### config.mk
export PLATFORM = sky130hd
export DESIGN_NAME = instr_fetch_unit
export DESIGN_NICKNAME = d
export VERILOG_FILES = /design/src/rtl/rv_pipe_pkg.sv /design/src/rtl/if_id_reg.sv /design/src/rtl/instr_fetch_unit.sv
export SDC_FILE = /design/constraint.sdc
export NUM_CORES = 1
export LEC_CHECK = 0
export ABC_AREA = 1
export CORE_MARGIN = 1
export CORE_UTILIZATION = 40
export DETAILED_ROUTE_END_ITERATION = 8
export GPL_ROUTABILITY_DRIVEN = 0
export PLACE_DENSITY = 0.77
export SLEW_MARGIN = 10
export SYNTH_ARGS = -nofsm -noshare
export SYNTH_HDL_FRONTEND = slang
export SYNTH_SLANG_ARGS = --single-unit
### constraint.sdc
create_clock -name clk -period 1.9 [get_ports clk]
set_input_delay 0.38 -clock clk [delete_from_list [all_inputs] [get_ports clk]]
set_output_delay 0.38 -clock clk [all_outputs]
set_load 0.005 [all_outputs]
### src/rtl/rv_pipe_pkg.sv
// Shared pipeline definitions: datapath width, bubble instruction, reset PC
// and the fetch-stage state encoding.
package rv_pipe_pkg;

  localparam int          XLEN      = 32;
  localparam logic [31:0] NOP_INSTR = 32'h0000_0013;
  localparam logic [31:0] RESET_PC  = 32'h0000_0000;

  typedef enum logic [1:0] {
    S_REQ  = 2'd0,
    S_WAIT = 2'd1,
    S_HOLD = 2'd2
  } fetch_state_e;

endpackage

### src/rtl/if_id_reg.sv
// IF/ID pipeline register: loads a fetched instruction, holds it under stall,
// and collapses to a NOP bubble on flush or once decode has taken it.
module if_id_reg #(
  parameter int          XLEN      = rv_pipe_pkg::XLEN,
  parameter logic [31:0] NOP_INSTR = rv_pipe_pkg::NOP_INSTR
) (
  input  logic            clk_i,
  input  logic            rst_i,
  input  logic            load_i,
  input  logic            flush_i,
  input  logic            stall_i,
  input  logic [XLEN-1:0] pc_i,
  input  logic [31:0]     instr_i,
  output logic            valid_o,
  output logic [XLEN-1:0] pc_o,
  output logic [XLEN-1:0] pc_plus4_o,
  output logic [31:0]     instr_o
);

  logic            valid_q, valid_d;
  logic [XLEN-1:0] pc_q, pc_d;
  logic [XLEN-1:0] pc_plus4_q, pc_plus4_d;
  logic [31:0]     instr_q, instr_d;

  always_ff @(posedge clk_i) begin
    if (rst_i) begin
      valid_q    <= 1'b0;
      pc_q       <= '0;
      pc_plus4_q <= '0;
      instr_q    <= NOP_INSTR;
    end else begin
      valid_q    <= valid_d;
      pc_q       <= pc_d;
      pc_plus4_q <= pc_plus4_d;
      instr_q    <= instr_d;
    end
  end

  // Flush beats load; an unstalled register with nothing new becomes a bubble
  // so decode never sees the same instruction twice.
  always_comb begin
    valid_d    = valid_q;
    pc_d       = pc_q;
    pc_plus4_d = pc_plus4_q;
    instr_d    = instr_q;
    if (flush_i) begin
      valid_d = 1'b0;
      instr_d = NOP_INSTR;
    end else if (load_i) begin
      valid_d    = 1'b1;
      pc_d       = pc_i;
      pc_plus4_d = pc_i + XLEN'(4);
      instr_d    = instr_i;
    end else if (!stall_i) begin
      valid_d = 1'b0;
      instr_d = NOP_INSTR;
    end
  end

  assign valid_o    = valid_q;
  assign pc_o       = pc_q;
  assign pc_plus4_o = pc_plus4_q;
  assign instr_o    = instr_q;

endmodule

### src/rtl/instr_fetch_unit.sv
// Instruction fetch stage: owns the PC, keeps one instruction-memory request
// in flight at a time and feeds decode through the IF/ID register.
module instr_fetch_unit #(
  parameter int              XLEN      = rv_pipe_pkg::XLEN,
  parameter logic [XLEN-1:0] RESET_PC  = rv_pipe_pkg::RESET_PC,
  parameter logic [31:0]     NOP_INSTR = rv_pipe_pkg::NOP_INSTR
) (
  input  logic            clk,
  input  logic            rst,
  output logic            imem_req_valid,
  input  logic            imem_req_ready,
  output logic [XLEN-1:0] imem_req_addr,
  input  logic            imem_resp_valid,
  input  logic [31:0]     imem_resp_data,
  input  logic            stall,
  input  logic            redirect,
  input  logic [XLEN-1:0] redirect_pc,
  output logic            if_id_valid,
  output logic [XLEN-1:0] if_id_pc,
  output logic [XLEN-1:0] if_id_pc_plus4,
  output logic [31:0]     if_id_instr
);

  import rv_pipe_pkg::*;

  fetch_state_e    state_q, state_d;
  logic [XLEN-1:0] pc_q, pc_d;
  logic            kill_q, kill_d;
  logic [31:0]     hold_instr_q, hold_instr_d;
  logic [XLEN-1:0] hold_pc_q, hold_pc_d;

  logic            handshake;
  logic [XLEN-1:0] pc_plus4;
  logic            ifid_load;
  logic [XLEN-1:0] ifid_pc;
  logic [31:0]     ifid_instr;

  assign handshake = imem_req_valid && imem_req_ready;
  assign pc_plus4  = pc_q + XLEN'(4);

  always_ff @(posedge clk) begin
    if (rst) begin
      state_q      <= S_REQ;
      pc_q         <= RESET_PC;
      kill_q       <= 1'b0;
      hold_instr_q <= '0;
      hold_pc_q    <= '0;
    end else begin
      state_q      <= state_d;
      pc_q         <= pc_d;
      kill_q       <= kill_d;
      hold_instr_q <= hold_instr_d;
      hold_pc_q    <= hold_pc_d;
    end
  end

  // A redirect overrides everything; kill marks an in-flight fetch whose
  // response must be thrown away when it eventually returns.
  always_comb begin
    state_d      = state_q;
    pc_d         = pc_q;
    kill_d       = kill_q;
    hold_instr_d = hold_instr_q;
    hold_pc_d    = hold_pc_q;
    if (redirect) begin
      pc_d = redirect_pc & ~XLEN'(3);
      unique case (state_q)
        S_REQ: begin
          if (handshake) begin
            kill_d  = 1'b1;
            state_d = S_WAIT;
          end
        end
        S_WAIT: begin
          if (imem_resp_valid) begin
            kill_d  = 1'b0;
            state_d = S_REQ;
          end else begin
            kill_d = 1'b1;
          end
        end
        default: state_d = S_REQ;
      endcase
    end else begin
      unique case (state_q)
        S_REQ: begin
          if (handshake) state_d = S_WAIT;
        end
        S_WAIT: begin
          if (imem_resp_valid) begin
            if (kill_q) begin
              kill_d  = 1'b0;
              state_d = S_REQ;
            end else if (!if_id_valid || !stall) begin
              pc_d    = pc_plus4;
              state_d = S_REQ;
            end else begin
              hold_instr_d = imem_resp_data;
              hold_pc_d    = pc_q;
              state_d      = S_HOLD;
            end
          end
        end
        S_HOLD: begin
          if (!stall) begin
            pc_d    = pc_plus4;
            state_d = S_REQ;
          end
        end
        default: state_d = S_REQ;
      endcase
    end
  end

  always_comb begin
    imem_req_valid = (state_q == S_REQ) && !rst;
    ifid_load      = 1'b0;
    ifid_pc        = pc_q;
    ifid_instr     = imem_resp_data;
    if (state_q == S_WAIT && imem_resp_valid && !kill_q && (!if_id_valid || !stall)) begin
      ifid_load = 1'b1;
    end else if (state_q == S_HOLD && !stall) begin
      ifid_load  = 1'b1;
      ifid_pc    = hold_pc_q;
      ifid_instr = hold_instr_q;
    end
  end

  assign imem_req_addr = pc_q;

  if_id_reg #(
    .XLEN      (XLEN),
    .NOP_INSTR (NOP_INSTR)
  ) u_if_id_reg (
    .clk_i      (clk),
    .rst_i      (rst),
    .load_i     (ifid_load),
    .flush_i    (redirect),
    .stall_i    (stall),
    .pc_i       (ifid_pc),
    .instr_i    (ifid_instr),
    .valid_o    (if_id_valid),
    .pc_o       (if_id_pc),
    .pc_plus4_o (if_id_pc_plus4),
    .instr_o    (if_id_instr)
  );

endmodule

==> results of run 1 <==
==> layout by cell type, fill, tap and decap left out, types with 37 or more instances in the layout <==
cell,n
a21oi_1,103
a31oi_1,37
buf_4,170
clkdlybuf4s50_1,188
dfxtp_1,163
inv_1,124
nand2_1,322
nand2_2,38
nand3_1,66
nor2_1,109
o21ai_0,109
==> cell usage after synthesis (all sizes together) <==
master and number:
o22ai 3, nor3b 1, and2 2, o21ai 118
nand4 15, or2 4, nor2 158, nor3 15
o21bai 1, a311oi 1, dfxtp 188, nor4 2
nand3b 8, nand3 77, inv 135, conb 1
nand2 380, a221oi 1, buf 27, xor2 6
a31oi 37, xnor2 2, o221ai 1, clkbuf 55
o211ai 14, ha 2, a21oi 106, a211oi 8
==> through the flow <==
step                      total power [mW]  utilization  setup WS, ns   TNS, ns
after CTS                            9.021       0.6118      -0.02278  -0.03927
after detailed placement             5.306       0.5681       -0.7349    -53.11
after floorplan                      4.611            -       0.02364         0
final                                9.091       0.6359      -0.09764   -0.7703
after global placement               5.290       0.5681       -0.7602    -47.01
after global routing                 9.379       0.6359       -0.1976    -3.120
==> power by group through the flow <==
stage          combinational (mW)  clock (mW)  sequential, mW
6_report                     1.22        3.75            4.13
5_1_grt                      1.30        3.94            4.13
4_1_cts                      1.13        3.76            4.12
3_5_place_dp                 1.09           0            4.21
3_3_place_gp                 1.08           0            4.21
2_1_floorplan               0.425           0            4.19
==> worst min-delay path by stage <==
stage | slack [ns] | endpoint | depth (start not counted)
after floorplan | 0.42 | hold_pc_q[31]$_SDFFE_PP0P_ | 2
after global placement | 0.43 | hold_instr_q[29]$_SDFFE_PP0P_ | 2
after detailed placement | 0.43 | hold_pc_q[28]$_SDFFE_PP0P_ | 2
after CTS | 0.45 | hold_pc_q[28]$_SDFFE_PP0P_ | 2
after global routing | 0.47 | hold_pc_q[28]$_SDFFE_PP0P_ | 2
final | 0.45 | hold_instr_q[6]$_SDFFE_PP0P_ | 2
==> sequential cells by signal (all words and copies together) (netlist names) <==
name,count
hold_pc_q,30
u_if_id_reg.pc_o,30
u_if_id_reg.pc_plus4_o,30
state_q,2
kill_q,1
hold_instr_q,32
u_if_id_reg.instr_o,32
u_if_id_reg.valid_o,1
imem_req_addr,30
==> cell type report <==
class                           instances  area (sq um)  share of cell area
Inverter                              135         514.2             0.03660
Timing Repair Buffer                  388          3665              0.2608
Sequential cell                       188          3820              0.2719
Multi-Input combinational cell        968          5077              0.3614
Clock buffer                           17         425.4             0.03028
Clock inverter                         15         197.7             0.01407
Tap cell                              280         350.3             0.02494
==> cells by family after synthesis <==
group,count (synthesis)
AO/OA/AOI/OAI,290
XOR/XNOR,8
adder cells (fa/ha/maj),2
buffers and inverters,217
flip-flops,188
other,1
AND/OR/NAND/NOR,662
==> worst max-delay path: stages (launching register included) <==
cell	delay [ns]
dfxtp_4	0.40
buf_6	0.11
inv_4	0.03
nor2_4	0.16
nand3_2	0.09
nand2_2	0.13
nand2_2	0.12
nor2_4	0.21
nand2_4	0.13
nor2_4	0.14
buf_6	0.10
nand2_2	0.03
o211ai_1	0.09
nand2_1	0.10
inv_1	0.07
==> routing by layer <==
metal	vias up	wire length (um)
met5	-	0
met4	0	1509
met3	131	2814
met2	601	16290
met1	4988	13260
li1	5101	-
==> what timing repair did <==
item | in CTS | in global routing
buffers inserted | 3 | 10
endpoints found under the setup margin | 54 | 89
hold buffers | 0 | 0
gates resized for setup | 105 | 113
cloned | 0 | 4
pin swaps | 23 | 46
==> impl_metrics.py, run 1 <==
metrics = {
    "status": {
        "status": "finished, violations left",
        "violations": "negative setup slack",
    },
    "cts": {
        "cts.clk_slew.worst_paths_ns": 0.08,
        "clock-sinks": 188,
        "clock_latency_ns": 0.44,
        "cts-htree-levels": 4,
        "cts_buffer_depth": 2,
        "cts_root_buffer": "clkbuf_16",
        "cts_buffers": 17,
        "cts_tree": "yes",
    },
    "synth": {
        "synth-xor-area-share": 0.007688,
        "synth_top_area_frac": 0.4130,
        "ys_ff_latch": 188,
        "syn_area_per_cell_sq_um": 6.662,
        "synth_top_cell_by_area": "dfxtp_1",
        "synthDistinctLibCells": 41,
        "synth_top_family_by_area": "simple AND/OR/NAND/NOR gates",
        "yosysSeqAreaShare": 0.4130,
        "synth_compound_area_frac": 0.1748,
        "muxShareOfSynthArea": 0,
        "syn_area_sq_mm": 0.009114,
        "yosysWarnings": 0,
        "synth_area_leaders": "dfxtp_1, nand2_1, o21ai_0, nor2_1, a21oi_1",
        "synth_cells": 1368,
        "synthAdderAreaFrac": 0.002746,
        "yosys.area_share.simple": 0.3052,
    },
    "detailed_routing": {
        "vias_per_cell": 5.435,
        "final_antenna_net_count": 0,
        "drc": 0,
        "wl_per_cell_um": 17.01,
        "vias": 10821,
        "drtIter0Drc": 1083,
        "wirelength_um": 33880,
        "firstDrtPassIters": 6,
    },
    "sta": {
        "timing.hold.ws_ns": 0.4458,
        "rsz0062_at_grt": "true",
        "max_freq_mhz": 500.6,
        "slew_headroom": 0.6468,
        "setup_violations": 18,
        "min_period_over_period": 1.051,
        "worstMarginPinSlew_ns": 0.5297,
        "drv_slew": 0,
        "clock_skew_ns": 0.01091,
        "period_minus_slack_ns": 1.998,
        "hold_viol_final": 0,
        "layout_setup_ws_ns": -0.09764,
    },
    "layout": {
        "diodes": 0,
        "drive_above_1_share": 0.2344,
        "instances_no_fill": 1991,
        "fill_cells": 1730,
        "final_nets": 1770,
        "stdcell_area_sq_mm": 0.01405,
        "area_growth_pct": 54.16,
    },
    "floorplanning": {
        "top_level_ports": 200,
        "core-area_sq_mm": 0.02209,
        "num_rows": 54,
        "start_util": 0.4125,
        "die_area_sq_mm": 0.02339,
        "die_h_um": 152.9,
        "die_w_um": 152.9,
    },
    "critical_path": {
        "setup.worst_path.start_class": "register",
        "critPathRequiredTime_ns": 2.29,
        "rrSetupSlack_ns": -0.1,
        "r2r_end": "u_if_id_reg.pc_plus4_o[13]$_SDFFE_PP0P_",
        "cp_max_fo": 5,
        "crit_start": "state_q[1]$_SDFFE_PP0P_",
        "worstPathArrival_ns": 2.38,
        "worstSetupPathType": "reg2reg",
        "reg2reg_depth": 14,
        "crit_path_end": "u_if_id_reg.pc_plus4_o[13]$_SDFFE_PP0P_",
        "r2r-start": "state_q[1]$_SDFFE_PP0P_",
        "endpoint_kind": "register",
    },
    "grt": {
        "grtUsageMet3": 0.04877,
        "grt_first_pass_wirelength_um": 50670,
        "met2_usage": 0.4570,
        "grt_max_degree": 65,
        "globalRouteOverflowTotal": 0,
        "globalRouteMet1Util": 0.3315,
        "grt_usage": 0.2690,
        "antenna_found_initial": 0,
        "grt-busiest-layer": "met2",
        "first_global_vias": 10007,
    },
    "place": {
        "place_inst": 1943,
        "hpwl_um": 22360,
        "placed_area_sq_mm": 0.01255,
        "io_buffers": 191,
    },
    "power_and_ir_drop": {
        "comb_power_share": 0.134,
        "power.share.switching": 0.2813,
        "switching_power_mw": 2.557,
        "power.leakage_nw": 5.581,
        "cell_internal_pwr_mw": 6.534,
        "p_per_area_mw_per_mm2": 647.0,
        "sequentialPowerShare": 0.454,
        "vdd_drop_max_mv": 0.6261,
        "clkPwrFrac": 0.412,
    },
    "min_path": {
        "hold_path_class": "reg2reg",
        "hp-start": "hold_instr_q[6]$_SDFFE_PP0P_",
    },
    "run": {
        "maxCapViolations": 0,
    },
}
(Power assumes the default switching activity.)
==> run 2, diff against run 1 <==
--- a/config.mk
+++ b/config.mk
@@ -5,7 +5,6 @@
 export SDC_FILE = /design/constraint.sdc
 export NUM_CORES = 1
 export LEC_CHECK = 0
-export ABC_AREA = 1
 export CORE_MARGIN = 1
 export CORE_UTILIZATION = 40
 export DETAILED_ROUTE_END_ITERATION = 8
==> run 2 against run 1 <==
  * The run still ends with negative setup slack left
  * Highest routed layer is now met5
  * Non-clock buffer count grew 1
  * Routed wire length fell by 5.7%
  * Core utilization fell by 0.54 points
  * Count of clock-buffer cells in the layout rose by 1
  * Synthesized area shrank 2.2%
  * Combinational power fell by 7%
  * Critical path depth is 5 lower
  * Setup slack lost 0.45 ns
==> impl_metrics.py, run 2 <==
metrics = {
    "critical_path": {
        "slowest_delay_ns": 0.46,
        "worstPathArrival_ns": 2.80,
        "endpoint_kind": "register",
        "r2r-start": "state_q[0]$_SDFFE_PP0P_",
        "critPathSlowestCell": "a221o_2",
        "crit_start": "state_q[0]$_SDFFE_PP0P_",
        "setup.worst_path.start_class": "register",
        "critPathRequiredTime_ns": 2.26,
        "cpMostUsedCell": "buf_4",
        "cp_max_fo": 7,
        "cp_cell_sequence": "buf_4 > nor3b_4 > buf_4 > nand4_1 > a221o_2 > buf_6 > o21ai_0 > nand3_1 > a21oi_1",
        "worstSetupPathType": "reg2reg",
    },
    "place": {
        "hpwl_um": 20940,
        "io_buffers": 191,
        "placed_area_sq_mm": 0.01238,
        "place_inst": 1685,
    },
    "power_and_ir_drop": {
        "power_mw": 8.899,
        "sequentialPowerShare": 0.459,
        "switching_power_mw": 2.268,
        "vdd_drop_max_mv": 0.5543,
        "cell_internal_pwr_mw": 6.631,
        "p_per_area_mw_per_mm2": 646.7,
        "power.share.switching": 0.2548,
        "clkPwrFrac": 0.413,
        "comb_power_share": 0.128,
        "power.leakage_nw": 5.098,
    },
    "layout": {
        "diodes": 0,
        "layout_commonest_cell": "nand2_1",
        "area_growth_pct": 54.34,
        "final_nets": 1518,
        "drive_above_1_share": 0.2145,
        "final_cell_mix": "nand2_1, clkdlybuf4s50_1, dfxtp_1, buf_4, a21oi_1",
        "instances_no_fill": 1739,
        "stdcell_area_sq_mm": 0.01376,
        "fill_cells": 1745,
    },
    "sta": {
        "min_period_over_period": 1.289,
        "period_minus_slack_ns": 2.449,
        "setup_violations": 89,
        "timing.hold.ws_ns": 0.4551,
        "rsz0062_at_grt": "true",
        "drv_slew": 0,
        "layout_setup_ws_ns": -0.5488,
        "clock_skew_ns": 0.009459,
        "fin_setup_tns_ns": -26.20,
        "hold_viol_final": 0,
        "max_freq_mhz": 408.4,
    },
    "cts": {
        "clock-sinks": 188,
        "hold_buffers": 0,
        "cts.clk_slew.worst_paths_ns": 0.07,
        "cts_buffers": 17,
        "cts_tree": "yes",
        "cts_buffer_depth": 2,
        "cts-htree-levels": 4,
        "cts_root_buffer": "clkbuf_16",
        "clock_latency_ns": 0.44,
    },
    "floorplanning": {
        "die_area_sq_mm": 0.02289,
        "die_h_um": 151.3,
        "core-area_sq_mm": 0.02182,
        "start_util": 0.4086,
        "die_w_um": 151.3,
        "num_rows": 54,
        "top_level_ports": 200,
    },
    "synth": {
        "yosysSeqAreaShare": 0.4221,
        "synth_cells": 1135,
        "synth_common_cells": "nand2_1, dfxtp_1, a21oi_1, nor2_1, nand3_1",
        "async_reset_ff_frac": 0,
        "yosysWarnings": 0,
        "synthFlopType": "dfxtp_1",
        "synth_edf_count": 0,
        "synth_top_area_frac": 0.4221,
        "syn_area_sq_mm": 0.008916,
        "synth_area_leaders": "dfxtp_1, nand2_1, a21oi_1, nand3_1, mux2i_1",
        "synthDistinctLibCells": 75,
        "yosysMostFrequentCell": "nand2_1",
        "synth_top_cell_by_area": "dfxtp_1",
        "ys_ff_latch": 188,
        "syn_area_per_cell_sq_um": 7.856,
    },
    "detailed_routing": {
        "firstDrtPassIters": 6,
        "vias_per_cell": 5.765,
        "vias": 10025,
        "drtIter0Drc": 850,
        "wl_per_cell_um": 18.37,
        "drc": 0,
        "final_antenna_net_count": 0,
        "wirelength_um": 31950,
    },
    "grt": {
        "antenna_found_initial": 1,
        "grt_max_degree": 90,
        "grt_usage": 0.2728,
        "grt_first_pass_wirelength_um": 48730,
        "globalRouteOverflowTotal": 0,
        "first_global_vias": 9268,
    },
    "status": {
        "violations": "negative setup slack",
        "status": "finished, violations left",
    },
    "run": {
        "maxCapViolations": 0,
    },
    "min_path": {
        "hold_path_class": "reg2reg",
        "hp-start": "u_if_id_reg.pc_plus4_o[10]$_SDFFE_PP0P_",
    },
}
-- run 2: power groups by stage --
| stage | Combinational [mW] | Clock, mW | Sequential [mW] |
|---|---|---|---|
| floorplan | 0.418 | 0 | 4.19 |
| global placement | 1.03 | 0 | 4.17 |
| detailed placement | 1.04 | 0 | 4.17 |
| CTS | 1.08 | 3.72 | 4.08 |
| global route | 1.22 | 3.88 | 4.09 |
| finish | 1.14 | 3.67 | 4.09 |
-- run 2: kinds of logic after synthesis --
kind of cell	after synthesis	synth area share
mux	37	0.04182
fa+ha+maj	2	0.002806
simple gates	539	0.2843
buf+inv	112	0.05375
xor+xnor	38	0.03733
other cells	1	0.0004206
flops	188	0.4221
compound gates	218	0.1575
-- run 2: final timing paths --
kind	end	slack, ns	depth (start not counted)
setup reg to reg	u_if_id_reg.pc_plus4_o[20]$_SDFFE_PP0P_	-0.55	9
hold reg to reg	u_if_id_reg.pc_plus4_o[10]$_SDFFE_PP0P_	0.46	2
hold / removal	u_if_id_reg.pc_plus4_o[10]$_SDFFE_PP0P_	0.46	2
setup / recovery	u_if_id_reg.pc_plus4_o[20]$_SDFFE_PP0P_	-0.55	9
-- run 2: timing repair --
item | in CTS | in global routing
pin swaps | 5 | 25
endpoints found under the hold margin | 0 | 0
setup buffers | 7 | 7
setup endpoints to repair | 187 | 183
gates resized for setup | 53 | 39
cloned | 5 | 5
-- run 2: layout make-up --
type                            count  area (sq um)  area share
Clock buffer                       18         439.2     0.03191
Clock inverter                     14         160.2     0.01164
Inverter                           10         40.04    0.002910
Multi-Input combinational cell    840          5134      0.3731
Sequential cell                   188          3777      0.2745
Tap cell                          280         350.3     0.02546
Timing Repair Buffer              389          3860      0.2805
-- run 2: through the flow --
stage / util / setup WS (ns)
floorplan: - / -0.9187
global placement: 0.5673 / -1.045
detailed placement: 0.5673 / -1.105
CTS: 0.6146 / -0.4161
global route: 0.6305 / -0.5785
finish: 0.6305 / -0.5488
-- run 2: routing by layer --
layer | vias up | track usage | share of wire
met3 | 134 | 0.06476 | 0.11
met2 | 615 | 0.4425 | 0.47
met5 | - | 0 | 0.00041
met1 | 4694 | 0.3439 | 0.39
met4 | 2 | 0.1165 | 0.036
li1 | 4580 | - | -
-- run 2: critical path: cells and delay by family, from the launching register on --
kind,cells,cell delay [ns]
AO/OA/AOI/OAI,3,0.94
AND/OR/NAND/NOR,3,0.55
buffers and inverters,3,0.54
flip-flops,1,0.32
